[src/rtl/pin_scan_pkg.sv]
// Shared constants, receiver state encoding and one-hot decode helpers
// for the rotating scan-line receiver.
package pin_scan_pkg;

  localparam int NUM_PINS = 6;
  localparam int IDX_W    = 3;

  typedef enum logic [1:0] {
    HUNT   = 2'd0,
    VERIFY = 2'd1,
    LOCKED = 2'd2
  } state_t;

  typedef logic [NUM_PINS-1:0] pins_t;

  function automatic logic is_one_hot(input pins_t p);
    return (p != '0) && ((p & (p - pins_t'(1))) == '0);
  endfunction

  // Only meaningful when is_one_hot(p) holds; otherwise returns the highest set bit.
  function automatic logic [IDX_W-1:0] onehot_to_index(input pins_t p);
    logic [IDX_W-1:0] idx;
    idx = '0;
    for (int i = 0; i < NUM_PINS; i++) begin
      if (p[i]) idx = IDX_W'(i);
    end
    return idx;
  endfunction

endpackage

[src/rtl/pin_sync.sv]
// Multi-flop synchroniser for a bus of independent asynchronous lines;
// every bit is synchronised on its own, no bus coherency is implied.
module pin_sync #(
  parameter int STAGES = 2,
  parameter int WIDTH  = 6
) (
  input  logic             clk,
  input  logic             reset,
  input  logic [WIDTH-1:0] d,
  output logic [WIDTH-1:0] q
);

  logic [WIDTH-1:0] chain [STAGES];

  // NOTE: the flop chain is a handful of registers, not a RAM, so clearing it on reset is cheap and keeps stale lines from leaking into the first decode.
  always_ff @(posedge clk) begin
    if (reset) begin
      for (int i = 0; i < STAGES; i++) chain[i] <= '0;
    end else begin
      chain[0] <= d;
      for (int i = 1; i < STAGES; i++) chain[i] <= chain[i-1];
    end
  end

  assign q = chain[STAGES-1];

endmodule

[src/rtl/pin_scan_reader.sv]
// Receiver for a rotating one-hot scan: synchronises A0..A5, locks onto the
// A0->A5 rotation, pulses each in-sequence pin and counts sequence errors.
module pin_scan_reader
  import pin_scan_pkg::*;
#(
  parameter int SYNC_STAGES = 2,
  parameter int LOCK_FRAMES = 2,
  parameter int MISS_LIMIT  = 3,
  parameter int ERR_WIDTH   = 8
) (
  input  logic                 arduino_clk,
  input  logic                 reset,
  input  logic                 A0,
  input  logic                 A1,
  input  logic                 A2,
  input  logic                 A3,
  input  logic                 A4,
  input  logic                 A5,
  input  logic                 clear_err,
  output logic [IDX_W-1:0]     pin_index,
  output logic                 pin_valid,
  output logic                 frame_done,
  output logic                 locked,
  output logic [ERR_WIDTH-1:0] err_count
);

  localparam logic [3:0]       LOCK_N   = 4'(LOCK_FRAMES);
  localparam logic [3:0]       MISS_N   = 4'(MISS_LIMIT);
  localparam logic [IDX_W-1:0] LAST_IDX = IDX_W'(NUM_PINS - 1);

  pins_t            raw;
  pins_t            s;
  logic             s_ok;
  logic [IDX_W-1:0] s_idx;
  logic             is_a0;
  logic             match;

  state_t           state, state_next;
  logic [IDX_W-1:0] expected, expected_next, exp_inc;
  logic [3:0]       good_frames, good_next;
  logic [3:0]       miss, miss_next;
  logic             pv_next, fd_next, err_inc;
  logic [IDX_W-1:0] idx_next;

  assign raw = {A5, A4, A3, A2, A1, A0};

  pin_sync #(
    .STAGES (SYNC_STAGES),
    .WIDTH  (NUM_PINS)
  ) u_sync (
    .clk   (arduino_clk),
    .reset (reset),
    .d     (raw),
    .q     (s)
  );

  assign s_ok    = is_one_hot(s);
  assign s_idx   = onehot_to_index(s);
  assign is_a0   = (s == pins_t'(1));
  assign match   = s_ok && (s_idx == expected);
  assign exp_inc = (expected == LAST_IDX) ? '0 : IDX_W'(expected + 1'b1);

  // NOTE: sequential state uses non-blocking assignments so every flop samples pre-edge values regardless of block order.
  always_ff @(posedge arduino_clk) begin
    if (reset) state <= HUNT;
    else       state <= state_next;
  end

  // NOTE: every output of a combinational block gets a default first; a path that skips an assignment would otherwise infer a latch.
  always_comb begin
    state_next    = state;
    expected_next = expected;
    good_next     = good_frames;
    miss_next     = miss;
    case (state)
      HUNT: begin
        if (is_a0) begin
          state_next    = VERIFY;
          expected_next = IDX_W'(1);
          good_next     = '0;
        end
      end
      VERIFY: begin
        if (match) begin
          expected_next = exp_inc;
          if (s_idx == LAST_IDX) begin
            if (good_frames == LOCK_N - 4'd1) begin
              state_next = LOCKED;
              good_next  = '0;
              miss_next  = '0;
            end else begin
              good_next = good_frames + 4'd1;
            end
          end
        end else begin
          good_next = '0;
          // A stray A0 is itself a valid frame start, so restart verification on it.
          if (is_a0) begin
            expected_next = IDX_W'(1);
          end else begin
            state_next    = HUNT;
            expected_next = '0;
          end
        end
      end
      LOCKED: begin
        expected_next = exp_inc;
        if (match) begin
          miss_next = '0;
        end else if (miss == MISS_N - 4'd1) begin
          state_next    = HUNT;
          miss_next     = '0;
          expected_next = '0;
        end else begin
          miss_next = miss + 4'd1;
        end
      end
      default: begin
        state_next    = HUNT;
        expected_next = '0;
        good_next     = '0;
        miss_next     = '0;
      end
    endcase
  end

  always_comb begin
    locked   = (state == LOCKED);
    pv_next  = 1'b0;
    fd_next  = 1'b0;
    idx_next = pin_index;
    err_inc  = 1'b0;
    if (state == LOCKED) begin
      if (match) begin
        pv_next  = 1'b1;
        fd_next  = (s_idx == LAST_IDX);
        idx_next = s_idx;
      end else begin
        err_inc = 1'b1;
      end
    end
  end

  always_ff @(posedge arduino_clk) begin
    if (reset) begin
      expected    <= '0;
      good_frames <= '0;
      miss        <= '0;
      pin_valid   <= 1'b0;
      frame_done  <= 1'b0;
      pin_index   <= '0;
    end else begin
      expected    <= expected_next;
      good_frames <= good_next;
      miss        <= miss_next;
      pin_valid   <= pv_next;
      frame_done  <= fd_next;
      pin_index   <= idx_next;
    end
  end

  // Clear takes priority over a coincident error; the count survives lock loss.
  always_ff @(posedge arduino_clk) begin
    if (reset || clear_err) begin
      err_count <= '0;
    end else if (err_inc && (err_count != '1)) begin
      err_count <= err_count + ERR_WIDTH'(1);
    end
  end

endmodule

[config.mk]
export PLATFORM = sky130hd
export DESIGN_NAME = pin_scan_reader
export DESIGN_NICKNAME = d
export VERILOG_FILES = /design/src/rtl/pin_scan_pkg.sv /design/src/rtl/pin_sync.sv /design/src/rtl/pin_scan_reader.sv
export SDC_FILE = /design/constraint.sdc
export NUM_CORES = 1
export LEC_CHECK = 0
export CAP_MARGIN = 40
export CORE_ASPECT_RATIO = 1.4
export CORE_MARGIN = 8
export CORE_UTILIZATION = 38
export DETAILED_ROUTE_END_ITERATION = 8
export GPL_TIMING_DRIVEN = 0
export SLEW_MARGIN = 30
export SYNTH_ARGS = -nofsm -noshare
export SYNTH_HDL_FRONTEND = slang
export SYNTH_HIERARCHICAL = 1
export SYNTH_SLANG_ARGS = --single-unit
export TNS_END_PERCENT = 5
[constraint.sdc]
create_clock -name arduino_clk -period 2.33 [get_ports arduino_clk]
set_clock_uncertainty 0.1 [all_clocks]
set_input_delay 0.233 -clock arduino_clk [delete_from_list [all_inputs] [get_ports arduino_clk]]
set_output_delay 0.233 -clock arduino_clk [all_outputs]
set_load 0.05 [all_outputs]
==> reports/qor.csv <==
stage;metric;value;unit
final_layout;multi-input logic area;1091;um2
floorplan;Core ar.;5081;um2
floorplan;Die Ht;101.0;um
final_layout;utilization after layout;0.4642;
global_route;met2 usage;0.1967;
placed_design;Placed Cells;299;
power_and_ir_drop;Pwr Density;534.5;nW/um2
yosys;syn avg cell area;9.292;um2
final_layout;Layout Nets;254;
drt;DR WL/cell;12.83;um
final_layout;layout cells sized above 1;0.1784;
yosys;Yosys cell types;57;
critical_path;Crit. End Element;flop;
yosys;cells after synthesis;211;
floorplan;Die ar.;7746;um2
critical_path;max incr delay on CP;0.48;ns
critical_path;slowest CP cell;or3_2;
global_route;largest net degree at the start of global routing;13;
critical_path;Critical Path, Cell by Cell;buf_4 -> or3_2 -> o21a_1 -> o31ai_4 -> nor4b_1 -> a211o_1;
clock_tree;Post-CTS Setup Bufs;0;
critical_path;Critical path origin;u_sync/chain[0][6];
global_route;vias in the first global route;1524;
final_layout;fill count;508;
floorplan;DIE WIDTH;76.71;um
clock_tree;CTS buffer count;5;
sta;fmax;448.0;MHz
drt;Iter 0 DRT Violations;52;
clock_tree;Clock Tree Root;clkbuf_8;
global_route;total track usage;0.1072;
final_layout;Finished Layout Cells;307;
sta;final setup fails;0;
yosys;Seq cells post-synth;38;
floorplan;Starting Density;0.3859;
power_and_ir_drop;sequential power share;0.525;
floorplan;Rows;31;
clock_tree;Sink Count;38;
global_route;first-pass GRT wire length;6713;um
sta;Tcrit/Tclk final;0.9580;
sta;final hold violations;0;
clock_tree;Worst-Skew Late Latency;0.29;ns
placed_design;Routability Congestion;0.7532;
sta;RSZ-0062 raised after global routing;true;
power_and_ir_drop;power share of the clock group;0.377;
power_and_ir_drop;P_leak;0.8261;nW
power_and_ir_drop;VDD IR max;0.0003568;V
final_layout;Synth-to-Final Area Change;20.29;%
placed_design;dpl ws;0.07266;ns
clock_tree;H-Tree Depth;2;
critical_path;Setup CP Type;reg -> reg;
yosys;Post-synth EDFFs;0;
sta;fin crit period;2.232;ns
drt;Via density;5.202;
yosys;ys flop type;dfxtp_1;
power_and_ir_drop;switching share of power;0.2434;
global_route;GR peak layer;met2;
sta;final worst slack;0.09785;ns
sta;Slew HR;0.6628;
power_and_ir_drop;P_sw;306.9;uW
sta;Hold Slack;0.3364;ns
outcome;status;complete, no violations;
clock_tree;CTS tree;done;
hold_path;HP Start;u_sync/chain[0][1];
drt;drt total wl;3940;um
yosys;Synth warnings;6;
clock_tree;Post-CTS Hold Buffers;0;
critical_path;Setup crit start kind;flop;
final_layout;Antenna Cells;0;
sta;worst-margin pin slew;0.5042;ns
power_and_ir_drop;Int Power;953.8;uW
critical_path;CP required;2.42;ns
sta;final count of pins violating max slew;0;
clock_tree;Max Root-Sink Buffers;2;
placed_design;DP HPWL;2981;um
critical_path;worst r2r src;u_sync/chain[0][6];
global_route;total gr overflow;0;
final_layout;commonest non-fill, non-tap cell in the layout;dfxtp_1;
drt;DRC;0;
run;maxcap violations;0;
floorplan;io pins;23;
yosys;Mapped Area;1961;um2
yosys;asr flop ratio synth;0;
final_layout;FF+latch area;760.7;um2
global_route;antenna violations before repair;0;
critical_path;Worst Path Max Fanout;10;
yosys;Seq/Total Area, Yosys;0.3880;
placed_design;Port-buffer cells;22;
power_and_ir_drop;Combinational Power Share;0.098;
drt;Final ANT Viol Nets;0;
drt;drt pass-1 iters;4;
global_route;met1 Use GR;0.1020;
clock_tree;Post-CTS Resized;1;
drt;vias post-DR;1597;
hold_path;HP Class;reg -> reg;
final_layout;most frequent cells in the layout;dfxtp_1, clkdlybuf4s50_1, nor2_1;
yosys;Synth Net Count;225;
critical_path;data arrival time of the worst path;2.32;ns
clock_tree;clock transition at the registers of the reported paths;0.07;ns
global_route;met3 Use GR;0.04286;
==> cell families (layout without fill, tap and decap cells) <==
kind of cell / Yosys count / in the layout / share of synthesized area
flip-flops: 38 / 38 / 0.3880
XOR/XNOR: 5 / 5 / 0.03191
AO/OA/AOI/OAI: 45 / 45 / 0.1736
AND/OR/NAND/NOR: 93 / 93 / 0.2961
multiplexers: 3 / 3 / 0.01532
adder cells (fa/ha/maj): 6 / 6 / 0.03701
buffers and inverters: 21 / 51 / 0.05806
==> per-layer routing <==
metal | share of wire | routed length, um
met1 | 0.42 | 1650
met2 | 0.51 | 2013
met3 | 0.050 | 198
met4 | 0.020 | 77
met5 | 0 | 0
==> state kept, by name, indices dropped and copies added (netlist names) <==
signal        cells
err_count         8
expected          3
frame_done        1
good_frames       4
miss              4
pin_index         3
pin_valid         1
state             2
u_sync/chain     12
==> cell type report <==
type,count,area share
flip-flops and latches,38,0.3225
clock buffers,6,0.03501
well taps,66,0.03501
repair buffers,22,0.09125
clock inverters,2,0.005305
plain buffers,14,0.03714
inverters,7,0.01114
multi-input cells,152,0.4626
==> per-stage QoR <==
stage	TNS [ns]	power [mW]	cell area, um2
final	0	1.261	2359
after global routing	-0.07587	1.313	2359
after CTS	0	1.274	2357
after detailed placement	0	0.8012	2263
after global placement	0	0.8002	2263
after floorplan	0	0.7696	1961
==> cells in the mapped netlist (4+ instances only) <==
cell type / count / area, um2
inv_1: 6 / 22.52
a21oi_1: 11 / 55.05
nand4_1: 8 / 50.05
o21ai_0: 6 / 30.03
nand2_1: 11 / 41.29
nand3_1: 7 / 35.03
ha_1: 5 / 62.56
or3_1: 5 / 31.28
buf_4: 7 / 52.55
a311oi_1: 4 / 35.03
clkbuf_1: 4 / 15.01
nor2b_2: 8 / 70.07
or4_1: 4 / 30.03
nor2_1: 19 / 71.32
dfxtp_1: 38 / 760.7
==> critical path, delay by kind of cell (launching register included) <==
family | cells | cell delay, ns
buf+inv | 1 | 0.14
compound gates | 3 | 1.02
flops | 1 | 0.30
simple gates | 2 | 0.57
==> power groups by stage <==
| stage | Sequential (mW) | Clock (mW) | Combinational (mW) |
|---|---|---|---|
| CTS | 0.662 | 0.488 | 0.125 |
| global placement | 0.677 | 0 | 0.123 |
| global route | 0.663 | 0.515 | 0.136 |
| detailed placement | 0.677 | 0 | 0.124 |
| finish | 0.662 | 0.475 | 0.124 |
| floorplan | 0.677 | 0 | 0.0929 |
==> worst paths after layout <==
path	endpoint	cells after the start	slack [ns]
setup / recovery	miss[2]	6	0.1
hold / removal	u_sync/chain[0][7]	1	0.34
setup reg to reg	miss[2]	6	0.1
hold reg to reg	u_sync/chain[0][7]	1	0.34
Note: power is estimated with default switching activity, not from simulation.
